### config.mk
export PLATFORM = sky130hd
export DESIGN_NAME = inst_mem_loadable
export DESIGN_NICKNAME = d
export VERILOG_FILES = /design/src/rtl/inst_mem_loadable_pkg.sv /design/src/rtl/inst_mem_loadable_packer.sv /design/src/rtl/inst_mem_loadable.sv
export SDC_FILE = /design/constraint.sdc
export NUM_CORES = 2
export LEC_CHECK = 0
export CAP_MARGIN = 20
export CORE_UTILIZATION = 40
export DETAILED_ROUTE_END_ITERATION = 10
export HOLD_SLACK_MARGIN = 0.02
export SETUP_SLACK_MARGIN = 0.4
export SLEW_MARGIN = 5
export SYNTH_ARGS = -nofsm -noshare
export SYNTH_HDL_FRONTEND = slang
export SYNTH_SLANG_ARGS = --single-unit
### constraint.sdc
create_clock -name clk -period 3.3 [get_ports clk]
set_input_delay 0.495 -clock clk [delete_from_list [all_inputs] [get_ports clk]]
set_output_delay 0.495 -clock clk [all_outputs]
set_load 0.03 [all_outputs]
### src/rtl/inst_mem_loadable_pkg.sv
// Shared definitions for the loadable instruction memory.
package inst_mem_loadable_pkg;

  localparam int unsigned IMEM_IW     = 32;
  localparam int unsigned IMEM_AW     = 6;
  localparam int unsigned IMEM_PCW    = 16;
  localparam int unsigned IMEM_LOAD_W = 8;
  localparam int unsigned LANES       = IMEM_IW / IMEM_LOAD_W;

  typedef logic [IMEM_IW-1:0]  Instruction;
  typedef logic [IMEM_PCW-1:0] ProgramCounter;

  typedef enum logic [1:0] {
    IDLE = 2'd0,
    LOAD = 2'd1,
    RUN  = 2'd2
  } imem_state_t;

endpackage

### src/rtl/inst_mem_loadable_packer.sv
// Assembles LOAD_W-wide loader beats into IW-wide words (little-endian lanes).
// The completed word is presented combinationally in the cycle of its final
// beat so the caller can write it on that same edge; unfilled lanes read 0.
module load_word_packer
  import inst_mem_loadable_pkg::*;
#(
  parameter int unsigned IW     = IMEM_IW,
  parameter int unsigned LOAD_W = IMEM_LOAD_W
) (
  input  logic              clk_i,
  input  logic              rst_ni,
  input  logic              clear_i,
  input  logic              beat_valid_i,
  input  logic [LOAD_W-1:0] beat_data_i,
  input  logic              beat_last_i,
  output logic [IW-1:0]     word_o,
  output logic              word_we_o
);

  localparam int unsigned NLANES = IW / LOAD_W;
  localparam int unsigned CW     = (NLANES > 1) ? $clog2(NLANES) : 1;

  logic [CW-1:0] cnt_q, cnt_d;
  logic [IW-1:0] buf_q, buf_d;
  logic          full;

  // Merge the current beat into its lane; buffer lanes above it are still 0.
  always_comb begin
    word_o = buf_q;
    for (int unsigned l = 0; l < NLANES; l++) begin
      if (CW'(l) == cnt_q) word_o[l*LOAD_W +: LOAD_W] = beat_data_i;
    end
    full      = (cnt_q == CW'(NLANES - 1));
    word_we_o = beat_valid_i && (full || beat_last_i);
  end

  // Lane counter / partial-word buffer update; both empty after each emitted word.
  always_comb begin
    cnt_d = cnt_q;
    buf_d = buf_q;
    if (clear_i) begin
      cnt_d = '0;
      buf_d = '0;
    end else if (beat_valid_i) begin
      if (word_we_o) begin
        cnt_d = '0;
        buf_d = '0;
      end else begin
        cnt_d = cnt_q + 1'b1;
        buf_d = word_o;
      end
    end
  end

  // Packer state registers.
  always_ff @(posedge clk_i or negedge rst_ni) begin
    if (!rst_ni) begin
      cnt_q <= '0;
      buf_q <= '0;
    end else begin
      cnt_q <= cnt_d;
      buf_q <= buf_d;
    end
  end

endmodule

### src/rtl/inst_mem_loadable.sv
// Instruction memory with byte-serial boot loading and a registered,
// fully pipelined fetch port that flags out-of-range / unloaded addresses.
module inst_mem_loadable
  import inst_mem_loadable_pkg::*;
#(
  parameter int unsigned IW     = IMEM_IW,
  parameter int unsigned AW     = IMEM_AW,
  parameter int unsigned PCW    = IMEM_PCW,
  parameter int unsigned LOAD_W = IMEM_LOAD_W
) (
  input  logic              clk,
  input  logic              rst_n,
  input  logic              load_start,
  input  logic              load_valid,
  input  logic [LOAD_W-1:0] load_data,
  input  logic              load_last,
  output logic              load_ready,
  output logic              load_done,
  input  logic              fetch_req,
  input  logic [PCW-1:0]    fetch_addr,
  output logic              fetch_valid,
  output logic [IW-1:0]     fetch_instr,
  output logic              fetch_err
);

  localparam int unsigned DEPTH = 2 ** AW;

  imem_state_t   state_q, state_d;
  logic [AW-1:0] wr_ptr_q, wr_ptr_d;
  logic [AW:0]   loaded_q, loaded_d;
  logic          done_q, done_d;
  logic          start_load;
  logic          beat_valid;
  logic [IW-1:0] pk_word;
  logic          pk_we;

  logic [IW-1:0] mem [DEPTH];

  logic          fvalid_q;
  logic          ferr_q;
  logic [IW-1:0] finstr_q;
  logic          fetch_bad;

  assign beat_valid  = load_valid && (state_q == LOAD);
  assign load_ready  = (state_q == LOAD);
  assign load_done   = done_q;
  assign fetch_valid = fvalid_q;
  assign fetch_err   = ferr_q;
  assign fetch_instr = finstr_q;

  load_word_packer #(
    .IW     (IW),
    .LOAD_W (LOAD_W)
  ) u_packer (
    .clk_i        (clk),
    .rst_ni       (rst_n),
    .clear_i      (start_load),
    .beat_valid_i (beat_valid),
    .beat_data_i  (load_data),
    .beat_last_i  (load_last),
    .word_o       (pk_word),
    .word_we_o    (pk_we)
  );

  // FSM next state, write pointer and loaded-word count.
  always_comb begin
    state_d    = state_q;
    wr_ptr_d   = wr_ptr_q;
    loaded_d   = loaded_q;
    done_d     = 1'b0;
    start_load = 1'b0;
    unique case (state_q)
      IDLE, RUN: begin
        if (load_start) begin
          state_d    = LOAD;
          wr_ptr_d   = '0;
          loaded_d   = '0;
          start_load = 1'b1;
        end
      end
      LOAD: begin
        if (pk_we) begin
          wr_ptr_d = wr_ptr_q + 1'b1;
          loaded_d = loaded_q + 1'b1;
          if (load_last || (loaded_d == (AW+1)'(DEPTH))) begin
            state_d = RUN;
            done_d  = 1'b1;
          end
        end
      end
      default: state_d = IDLE;
    endcase
  end

  // Control registers.
  always_ff @(posedge clk or negedge rst_n) begin
    if (!rst_n) begin
      state_q  <= IDLE;
      wr_ptr_q <= '0;
      loaded_q <= '0;
      done_q   <= 1'b0;
    end else begin
      state_q  <= state_d;
      wr_ptr_q <= wr_ptr_d;
      loaded_q <= loaded_d;
      done_q   <= done_d;
    end
  end

  // Memory array write port; contents intentionally survive reset.
  always_ff @(posedge clk) begin
    if (pk_we) mem[wr_ptr_q] <= pk_word;
  end

  // A fetch is bad unless running, in range and within the loaded image.
  always_comb begin
    fetch_bad = (state_q != RUN)
             || ((fetch_addr >> AW) != '0)
             || ({1'b0, fetch_addr[AW-1:0]} >= loaded_q);
  end

  // Registered fetch response; data holds when no request is made.
  always_ff @(posedge clk or negedge rst_n) begin
    if (!rst_n) begin
      fvalid_q <= 1'b0;
      ferr_q   <= 1'b0;
      finstr_q <= '0;
    end else begin
      fvalid_q <= fetch_req;
      if (fetch_req) begin
        ferr_q   <= fetch_bad;
        finstr_q <= fetch_bad ? '0 : mem[fetch_addr[AW-1:0]];
      end else begin
        ferr_q <= 1'b0;
      end
    end
  end

endmodule

==> qor.csv <==
metric,value,unit
status,"complete, no violations",
antenna_left,0,
synth_edf_count,2048,
wl,233,mm
place_area,89500,um2
finalCoreUtilization,0.469,
grt_pass1_wl,328,mm
antenna_found_initial,6,
cap_viol_max_count,0,
power.switching,15600,uW
switching_share,0.247,
worst_slew_pin_slew,1.12,ns
grt_pass1_vias,41900,
ys_warn_count,0,
area_growth_syn_to_layout,16.7,%
die_y,456,um
drv_slew,0,
num-fill-cells,16600,
cts.sinks,2132,
ctsHtreeMaxLevel,4,
drcViolationCount,0,
synthCells,3770,
postCtsSetupBuffers,0,
tns,0,ns
fp.dieW,456,um
power_frac_comb,0.111,
drive_above_1_share,0.291,
place_inst,6652,
yosysSeqAreaShare,0.773,
wire_per_inst,33.2,um
clock_power_share,0.363,
required,2.80,ns
postSynthAreaPerCell,21.8,um2
syn-num-nets,3812,
core_area,205000,um2
powerDensity,658,nW/um2
rows,166,
synth_flop_cell,edfxtp_1,
num_vias,42000,
setup.worst_path.start_class,register,
setup_viol,0,
p_leak,0.0309,uW
critPathTopFamily,buffers and inverters,
die_area,208000,um2
viasPerCell,5.97,
grt_setup_unrepaired,no,
cp_slowest_cell,clkdlybuf4s50_1,
clk_latency,0.86,ns
detail_route.first_pass.iterations,6,
io_pins,66,
layout_common_cells,"edfxtp_1 (2048), mux4_2 (512), buf_4 (245)",
endpoint_kind,output pin,
track_usage,0.225,
total_power,63200,uW
routabilityCongestion,0.816,
crit_chain,clkdlybuf4s50_1,
critPathMaxFanout,2,
start_util,0.402,
dpl.hpwl,136,mm
gr-total-overflow,0,
drt_iter0_drc,5229,
async_reset_ff_frac,0.0394,
cts_tree,built,
slowest_delay,0.76,ns
cts_buffer_depth,3,
insertedDiodeCount,0,
critPathBufInv,1,
hold_path.class,in2async,
path_class,reg2out,
grt_max_degree,66,
cts_root_buf,clkbuf_16,
hold_viol_final,0,
synth_seq_cells,2132,
io_buffer_count,65,
arrival,2.25,ns
yosysUniqueCellTypes,57,
final_cells,7029,
slew_headroom,0.253,
final_area,96000,um2
vdd_drop_max,0.000571,V
pwr-share-seq,0.526,
max_freq,364,MHz
syn_area,82300,um2
finalClockSkew,0.0340,ns
period_minus_slack,2.75,ns
fin_crit_sh,0.832,
internal_power,47600,uW
path_clk_slew,0.07,ns
layout_commonest_cell,edfxtp_1,
final_nets,4215,
cts_buffers,204,
==> registers in the layout, summed over array words and instances, names as in the netlist <==
| name | count |
|---|---|
| fetch_valid | 1 |
| fetch_instr | 32 |
| u_packer.buf_q | 32 |
| wr_ptr_q | 6 |
| mem | 2048 |
| state_q | 2 |
| fetch_err | 1 |
| load_done | 1 |
| u_packer.cnt_q | 2 |
| loaded_q | 7 |
==> power groups by stage <==
stage / Clock [uW] / Combinational [uW] / Sequential, uW
after floorplan: 0 / 3650 / 33800
after global placement: 0 / 6640 / 33800
after detailed placement: 0 / 6920 / 33800
after CTS: 23200 / 6920 / 33200
after global routing: 24200 / 7440 / 33200
final: 22900 / 7040 / 33200
==> stage by stage <==
stage               hold slack [ns]  worst slack [ns]
floorplan                     0.199             0.203
global placement              0.469            0.0547
detailed placement            0.477          0.000616
CTS                           0.149             0.487
global route                  0.207             0.423
finish                        0.176             0.554
==> synth_stat cells (4+ instances only) <==
library cell | n | area share
nand2_1 | 165 | 0.0075
buf_4 | 39 | 0.0036
o221ai_1 | 4 | 0.00043
a22oi_1 | 57 | 0.0052
dfrtp_1 | 84 | 0.026
a311oi_1 | 4 | 0.00043
mux4_2 | 512 | 0.14
nor4_1 | 8 | 0.00061
a21oi_1 | 51 | 0.0031
and3_1 | 9 | 0.00068
nor2b_1 | 21 | 0.0016
a211oi_1 | 16 | 0.0015
buf_2 | 75 | 0.0046
o2bb2ai_1 | 10 | 0.0011
nand3_1 | 27 | 0.0016
mux2i_1 | 116 | 0.014
o31ai_1 | 5 | 0.00046
a41oi_1 | 4 | 0.00043
inv_1 | 19 | 0.00087
o32ai_1 | 5 | 0.00053
ha_1 | 12 | 0.0018
a21o_1 | 4 | 0.00036
a31oi_1 | 17 | 0.0013
and2_1 | 12 | 0.00091
a32oi_1 | 9 | 0.00096
edfxtp_1 | 2048 | 0.75
o21ai_1 | 11 | 0.00067
nor3_1 | 10 | 0.00061
o22ai_1 | 16 | 0.0012
or3_1 | 4 | 0.00030
nand2b_1 | 5 | 0.00038
o21ai_0 | 33 | 0.0020
a32o_1 | 33 | 0.0040
a221oi_1 | 18 | 0.0019
nand4_1 | 11 | 0.00084
mux2_2 | 48 | 0.0066
buf_6 | 19 | 0.0026
a22o_1 | 5 | 0.00053
nor2_1 | 111 | 0.0051
o2111ai_1 | 7 | 0.00074
clkbuf_1 | 65 | 0.0030
buf_1 | 14 | 0.00064
==> area by class of cell <==
cell class              instances  area [um2]  share of cell area
flip-flops and latches       2132       63600               0.662
multi-input cells            1403       18000               0.187
clock buffers                 270        5440              0.0567
repair buffers                409        4500              0.0469
well taps                    2688        3360              0.0350
clock inverters               104        1040              0.0109
inverters                      23        92.6            0.000964
==> path summary, 6_finish.rpt <==
check                                  start  slack, ns  cells after the start                 end
min                                    rst_n       0.18                      2  u_packer.buf_q[15]
max                           fetch_instr[4]       0.55                      1      fetch_instr[4]
min in group clk                  load_start       0.24                      2          state_q[1]
max in group asynchronous              rst_n       2.24                      3     fetch_instr[13]
min reg2reg                u_packer.buf_q[9]       0.49                      1   u_packer.buf_q[9]
max reg2reg                      loaded_q[0]       0.60                      9     fetch_instr[12]
==> logic make-up after synthesis <==
family / after synthesis / synth area share
adders and majority gates: 12 / 0.00182
muxes: 676 / 0.161
xor gates and xnor gates: 3 / 0.000319
and+or+nand+nor: 392 / 0.0210
AOI/OAI and AO/OA: 320 / 0.0280
DFF: 2132 / 0.773
buffers and inverters: 235 / 0.0154
==> layer usage <==
layer / share of wire / GRT usage
met1: 0.40 / 0.307
met2: 0.50 / 0.374
met3: 0.078 / 0.0360
met4: 0.026 / 0.0617
met5: 0.000090 / 0
==> what timing repair did <==
action	4_1_cts	5_1_grt
setup endpoints to repair	7	7
resized for setup	1	2
hold buffers	1	0
hold endpoints to repair	43	0
gates cloned	0	0
pin swaps	0	0
==> worst register-to-register path, stage by stage (launching register included) <==
cell	delay (ns)
dfrtp_1	0.65
ha_1	0.34
nand2b_1	0.16
a21o_1	0.19
a21o_1	0.24
a21oi_4	0.20
buf_12	0.15
nand2_1	0.05
buf_4	0.23
o41ai_1	0.38
Power figures use the tool's default switching activity.
